**config.mk**
```make
export PLATFORM = sky130hd
export DESIGN_NAME = alt_vipitc131_is2vid_mode_controller
export DESIGN_NICKNAME = d
export VERILOG_FILES = /design/src/rtl/alt_vipitc131_is2vid_mode_controller.sv
export SDC_FILE = /design/constraint.sdc
export NUM_CORES = 1
export LEC_CHECK = 0
export BUFFER_PORTS_ARGS = -buffer_cell sky130_fd_sc_hd__buf_2
export CORE_MARGIN = 8
export CORE_UTILIZATION = 49
export DETAILED_ROUTE_END_ITERATION = 12
export PLACE_DENSITY = 0.81
export RECOVER_POWER = 25
export SYNTH_ARGS = -nofsm -noshare
export SYNTH_HDL_FRONTEND = slang
export SYNTH_SLANG_ARGS = --single-unit
```
**constraint.sdc**
```tcl
create_clock -name clk -period 3 [get_ports clk]
set_clock_uncertainty 0.15 [all_clocks]
set_input_delay 0 -clock clk [delete_from_list [all_inputs] [get_ports clk]]
set_output_delay 0 -clock clk [all_outputs]
set_load 0.05 [all_outputs]
```
**src/rtl/alt_vipitc131_is2vid_mode_controller.sv**
```systemverilog
// Mode-selection sequencer: scans the mode bank for an entry matching the incoming
// image, lets the mode calculator settle, then loads the timing generator.
//
// state      | meaning
// IDLE       | waiting for new image dimensions
// SEARCH     | comparing one bank entry per cycle against the latched request
// WAIT_CALC  | index held while the calculator pipeline settles
// WAIT_FRAME | a mode is running; wait for the frame boundary before switching
// LOAD       | one-cycle load pulse to the timing generator
module alt_vipitc131_is2vid_mode_controller #(
    parameter int NUM_MODES    = 4,
    parameter int IDX_W        = 2,
    parameter int CALC_LATENCY = 2
) (
    input  logic             clk,
    input  logic             rst,
    input  logic             enable,
    input  logic             req_valid,
    output logic             req_ready,
    input  logic [15:0]      req_width,
    input  logic [15:0]      req_height,
    input  logic             req_interlaced,
    output logic [IDX_W-1:0] bank_rd_index,
    input  logic             bank_rd_valid,
    input  logic [15:0]      bank_sample_count,
    input  logic [15:0]      bank_line_count,
    input  logic             bank_interlaced,
    input  logic             frame_end,
    output logic             load_mode,
    output logic [IDX_W-1:0] mode_index,
    output logic             mode_match,
    output logic             no_match,
    output logic             busy
);

    localparam int CNT_W = (CALC_LATENCY > 1) ? $clog2(CALC_LATENCY) : 1;
    localparam logic [CNT_W-1:0] CNT_LOAD = CNT_W'(CALC_LATENCY - 1);
    localparam logic [IDX_W-1:0] LAST_IDX = IDX_W'(NUM_MODES - 1);

    typedef enum logic [2:0] {
        S_IDLE,
        S_SEARCH,
        S_WAIT_CALC,
        S_WAIT_FRAME,
        S_LOAD
    } state_t;

    state_t           state, state_nxt;
    logic [15:0]      width_q, width_nxt;
    logic [15:0]      height_q, height_nxt;
    logic             il_q, il_nxt;
    logic [IDX_W-1:0] rd_idx, rd_idx_nxt;
    logic [CNT_W-1:0] cnt, cnt_nxt;
    logic [IDX_W-1:0] mode_index_nxt;
    logic             mode_match_nxt;
    logic             no_match_nxt;
    logic             accept;
    logic             hit;

    assign req_ready     = (state == S_IDLE) && enable;
    assign load_mode     = (state == S_LOAD);
    assign busy          = (state != S_IDLE);
    assign bank_rd_index = rd_idx;
    assign accept        = req_valid && req_ready;
    assign hit           = bank_rd_valid && (bank_sample_count == width_q) &&
                           (bank_line_count == height_q) && (bank_interlaced == il_q);

    always_ff @(posedge clk) begin
        if (rst) begin
            state      <= S_IDLE;
            width_q    <= '0;
            height_q   <= '0;
            il_q       <= 1'b0;
            rd_idx     <= '0;
            cnt        <= '0;
            mode_index <= '0;
            mode_match <= 1'b0;
            no_match   <= 1'b0;
        end else begin
            state      <= state_nxt;
            width_q    <= width_nxt;
            height_q   <= height_nxt;
            il_q       <= il_nxt;
            rd_idx     <= rd_idx_nxt;
            cnt        <= cnt_nxt;
            mode_index <= mode_index_nxt;
            mode_match <= mode_match_nxt;
            no_match   <= no_match_nxt;
        end
    end

    always_comb begin
        state_nxt      = state;
        width_nxt      = width_q;
        height_nxt     = height_q;
        il_nxt         = il_q;
        rd_idx_nxt     = rd_idx;
        cnt_nxt        = cnt;
        mode_index_nxt = mode_index;
        mode_match_nxt = mode_match;
        no_match_nxt   = no_match;

        case (state)
            S_IDLE: begin
                if (accept) begin
                    width_nxt  = req_width;
                    height_nxt = req_height;
                    il_nxt     = req_interlaced;
                    rd_idx_nxt = '0;
                    state_nxt  = S_SEARCH;
                end
            end
            S_SEARCH: begin
                if (!enable) begin
                    mode_match_nxt = 1'b0;
                    state_nxt      = S_IDLE;
                end else if (hit) begin
                    // Already running this entry: nothing to reload.
                    if (mode_match && (rd_idx == mode_index)) begin
                        state_nxt = S_IDLE;
                    end else begin
                        cnt_nxt   = CNT_LOAD;
                        state_nxt = S_WAIT_CALC;
                    end
                end else if (rd_idx == LAST_IDX) begin
                    no_match_nxt   = 1'b1;
                    mode_match_nxt = 1'b0;
                    state_nxt      = S_IDLE;
                end else begin
                    rd_idx_nxt = rd_idx + 1'b1;
                end
            end
            S_WAIT_CALC: begin
                if (!enable) begin
                    mode_match_nxt = 1'b0;
                    state_nxt      = S_IDLE;
                end else if (cnt == '0) begin
                    state_nxt = mode_match ? S_WAIT_FRAME : S_LOAD;
                end else begin
                    cnt_nxt = cnt - 1'b1;
                end
            end
            S_WAIT_FRAME: begin
                if (!enable) begin
                    mode_match_nxt = 1'b0;
                    state_nxt      = S_IDLE;
                end else if (frame_end) begin
                    state_nxt = S_LOAD;
                end
            end
            S_LOAD: begin
                mode_index_nxt = rd_idx;
                mode_match_nxt = 1'b1;
                no_match_nxt   = 1'b0;
                state_nxt      = S_IDLE;
            end
            default: state_nxt = S_IDLE;
        endcase
    end

endmodule

```
==> results.md <==
* Core area at 4260 um^2
* GRT Total Usage at 0.198
* Aggregate global routing overflow at 0
* Max-cap violations at 0
* Max clock buf depth at 2
* Die Y at 81.7 um
* Post-synth ARST share at 0
* HPWL Detailed at 4.33 mm
* Number of enable flip-flop cells after synthesis at 0
* Fin. max-slew vios at 0
* FMAX at 409 MHz
* DRT antenna net count at 0
* CP startpoint kind: flop
* Antenna diodes at 0
* Starting density of the core at 0.496
* Synth-to-Final Area Change at 41.1%
* Tcrit/Tclk final at 0.814
* TritonCTS clock tree: yes
* Area contributors post-synth: dfxtp_1, nand2_1, a21oi_1
* RR Startpoint: width_q[5]
* CP cell instances: xnor2_1 -> o221ai_1 -> or4_4 -> or4_4 -> and2_4 -> a2111oi_4
* Vias per cell at 5.20
* Worst path arrival time at 2.49 ns
* Hold Path Class: in2reg
* Sum Neg Setup Slack at 0 ns
* Largest net degree at the start of global routing at 45
* Iteration count of the initial detailed-routing pass at 6
* Fillers at 351
* Most frequent cells in the layout: nand2_1, buf_2, dfxtp_1
* Slowest CP cell: or4_4
* H-tree levels at 2
* Avg Inst Size Synth at 7.81 um^2
* Reg2Reg Depth at 6
* Pleak at 1.20 nW
* Finish-stage setup viols at 0
* Synth cell types at 34
* Vias in the first global route at 2330
* Power per cell area at 440 nW/um^2
* RSZ-0062 raised after global routing: false
* Post-Synthesis Cells at 271
* Register area at 861 um^2
* Reg2reg setup slack at 0.56 ns
* Chip width at 81.7 um
* Crit path from: width_q[5]
* Ys flop type: dfxtp_1
* Area leader, netlist: dfxtp_1
* Area after DPL at 2540 um^2
* TritonCTS Buffers at 5
* Yosys warning count at 0
* Routed wire per std cell at 14.9 um
* Initial antenna violation count at 0
* Share of layout cells above drive strength 1 at 0.220
* First-pass GRT wire length at 10.2 mm
* #FFs+latches synth at 43
* Die Area at 6680 um^2
* Routability congestion estimate at 0.852
* CP Max Fanout at 3
* Slew at the pin closest to its max-slew limit at 0.831 ns
* Peak supply drop at 0.000235 V
* DRT iter0 DRCs at 142
* Hold buffers post-CTS at 35
* Drt drc at 0
* Synth Net Count at 344
* Final min period at 2.44 ns
* Largest stage delay on the critical path at 0.55 ns
* Post-CTS setup repair buffer count at 0
* CTS clock-pin slew for the worst setup and hold paths at 0.08 ns
* Hold Crit Endpoint: cnt
* Number of core rows at 24
* Routed wire length at 6.44 mm
* Ports at 81
* CP required at 3.05 ns
* Mapped Area at 2120 um^2
* Area of the multi-input gates at 1180 um^2
* IO buf count at 80
* TritonCTS Sinks at 43
* Clock root buffer: clkbuf_8
* Status: completed
* CP Class: reg2reg
* Via count at 2251
* Worst-skew pair later-pin latency at 0.30 ns
* CP dominant cell by count: or4_4
* Final nets at 454
* Synth top area share at 0.407
* Register area share after synthesis at 0.407
* CP Capture Type: flop
* Final hold vios at 0
* Cell area after layout at 2990 um^2
* Critical R2R Capture: mode_match
* Worst hold stages at 5
* Slew margin rel. at 0.446
* CTS resizes at 0
* Min-delay src: bank_line_count[11]
==> worst max path at each step <==
stage	to	cells past startpoint	slack (ns)
after global routing	mode_match	6	0.46
after CTS	mode_match	6	0.55
after global placement	mode_match	6	0.59
after detailed placement	mode_match	6	0.57
final	mode_match	6	0.56
after floorplan	mode_index[0]	4	0.45
==> registers in the layout (all words and copies together), names as in the netlist <==
register,cells
no_match,1
mode_match,1
height_q,16
state,3
cnt,1
mode_index,2
bank_rd_index,2
il_q,1
width_q,16
==> layer usage <==
layer	track usage	wire length (um)
met2	0.349	3250
met4	0.105	225
met5	0	0
met3	0.0460	372
met1	0.217	2590
==> per-stage QoR <==
stage | hold slack, ns | util | setup slack, ns | instances | power (W)
6_report | 0.0707 | 0.700 | 0.557 | 433 | 0.00131
5_1_grt | 0.0824 | 0.700 | 0.462 | 433 | 0.00138
4_1_cts | 0.0632 | 0.703 | 0.552 | 433 | 0.00132
3_5_place_dp | 0.0960 | 0.597 | 0.570 | 391 | 0.000854
3_3_place_gp | 0.0909 | 0.597 | 0.589 | 391 | 0.000849
2_1_floorplan | -0.0140 | - | 0.453 | 271 | 0.000769
==> cell families after synthesis <==
| logic type | after synthesis | share of synthesized area |
|---|---|---|
| AND/OR/NAND/NOR | 114 | 0.248 |
| AO/OA/AOI/OAI | 59 | 0.161 |
| adder cells (fa/ha/maj) | 1 | 0.00591 |
| XOR/XNOR | 32 | 0.132 |
| flip-flops | 43 | 0.407 |
| buffers and inverters | 20 | 0.0355 |
| multiplexers | 2 | 0.00946 |
==> synth_stat cells (6+ instances only) <==
library cell and instances:
nor2_1 9, nor4_1 6, o21ai_0 6, nand2_1 71
inv_1 6, a21oi_1 42, dfxtp_1 43, xor2_1 14
nand4_1 7, clkbuf_1 14, xnor2_1 18
==> worst max-delay path: cells and delay by family (launching register included) <==
family	cells	cell delay (ns)
compound gates	2	0.44
simple gates	3	1.28
xor+xnor	1	0.15
flops	1	0.32
==> layout make-up <==
type / instances / area share
Tap cell: 52 / 0.0218
Sequential cell: 43 / 0.288
Multi-Input combinational cell: 208 / 0.395
Timing Repair Buffer: 117 / 0.253
Clock inverter: 1 / 0.0101
Clock buffer: 6 / 0.0243
Inverter: 6 / 0.00754
==> power breakdown <==
group	internal (W)	switching, W	total [W]	leakage, nW
clock network	0.000244	0.000190	0.000434	0.0513
registers	0.000597	0.0000212	0.000618	0.350
logic	0.000124	0.000137	0.000262	0.801
total	0.000965	0.000349	0.00131	1.20
No activity file was read; power rests on OpenSTA's default activity.
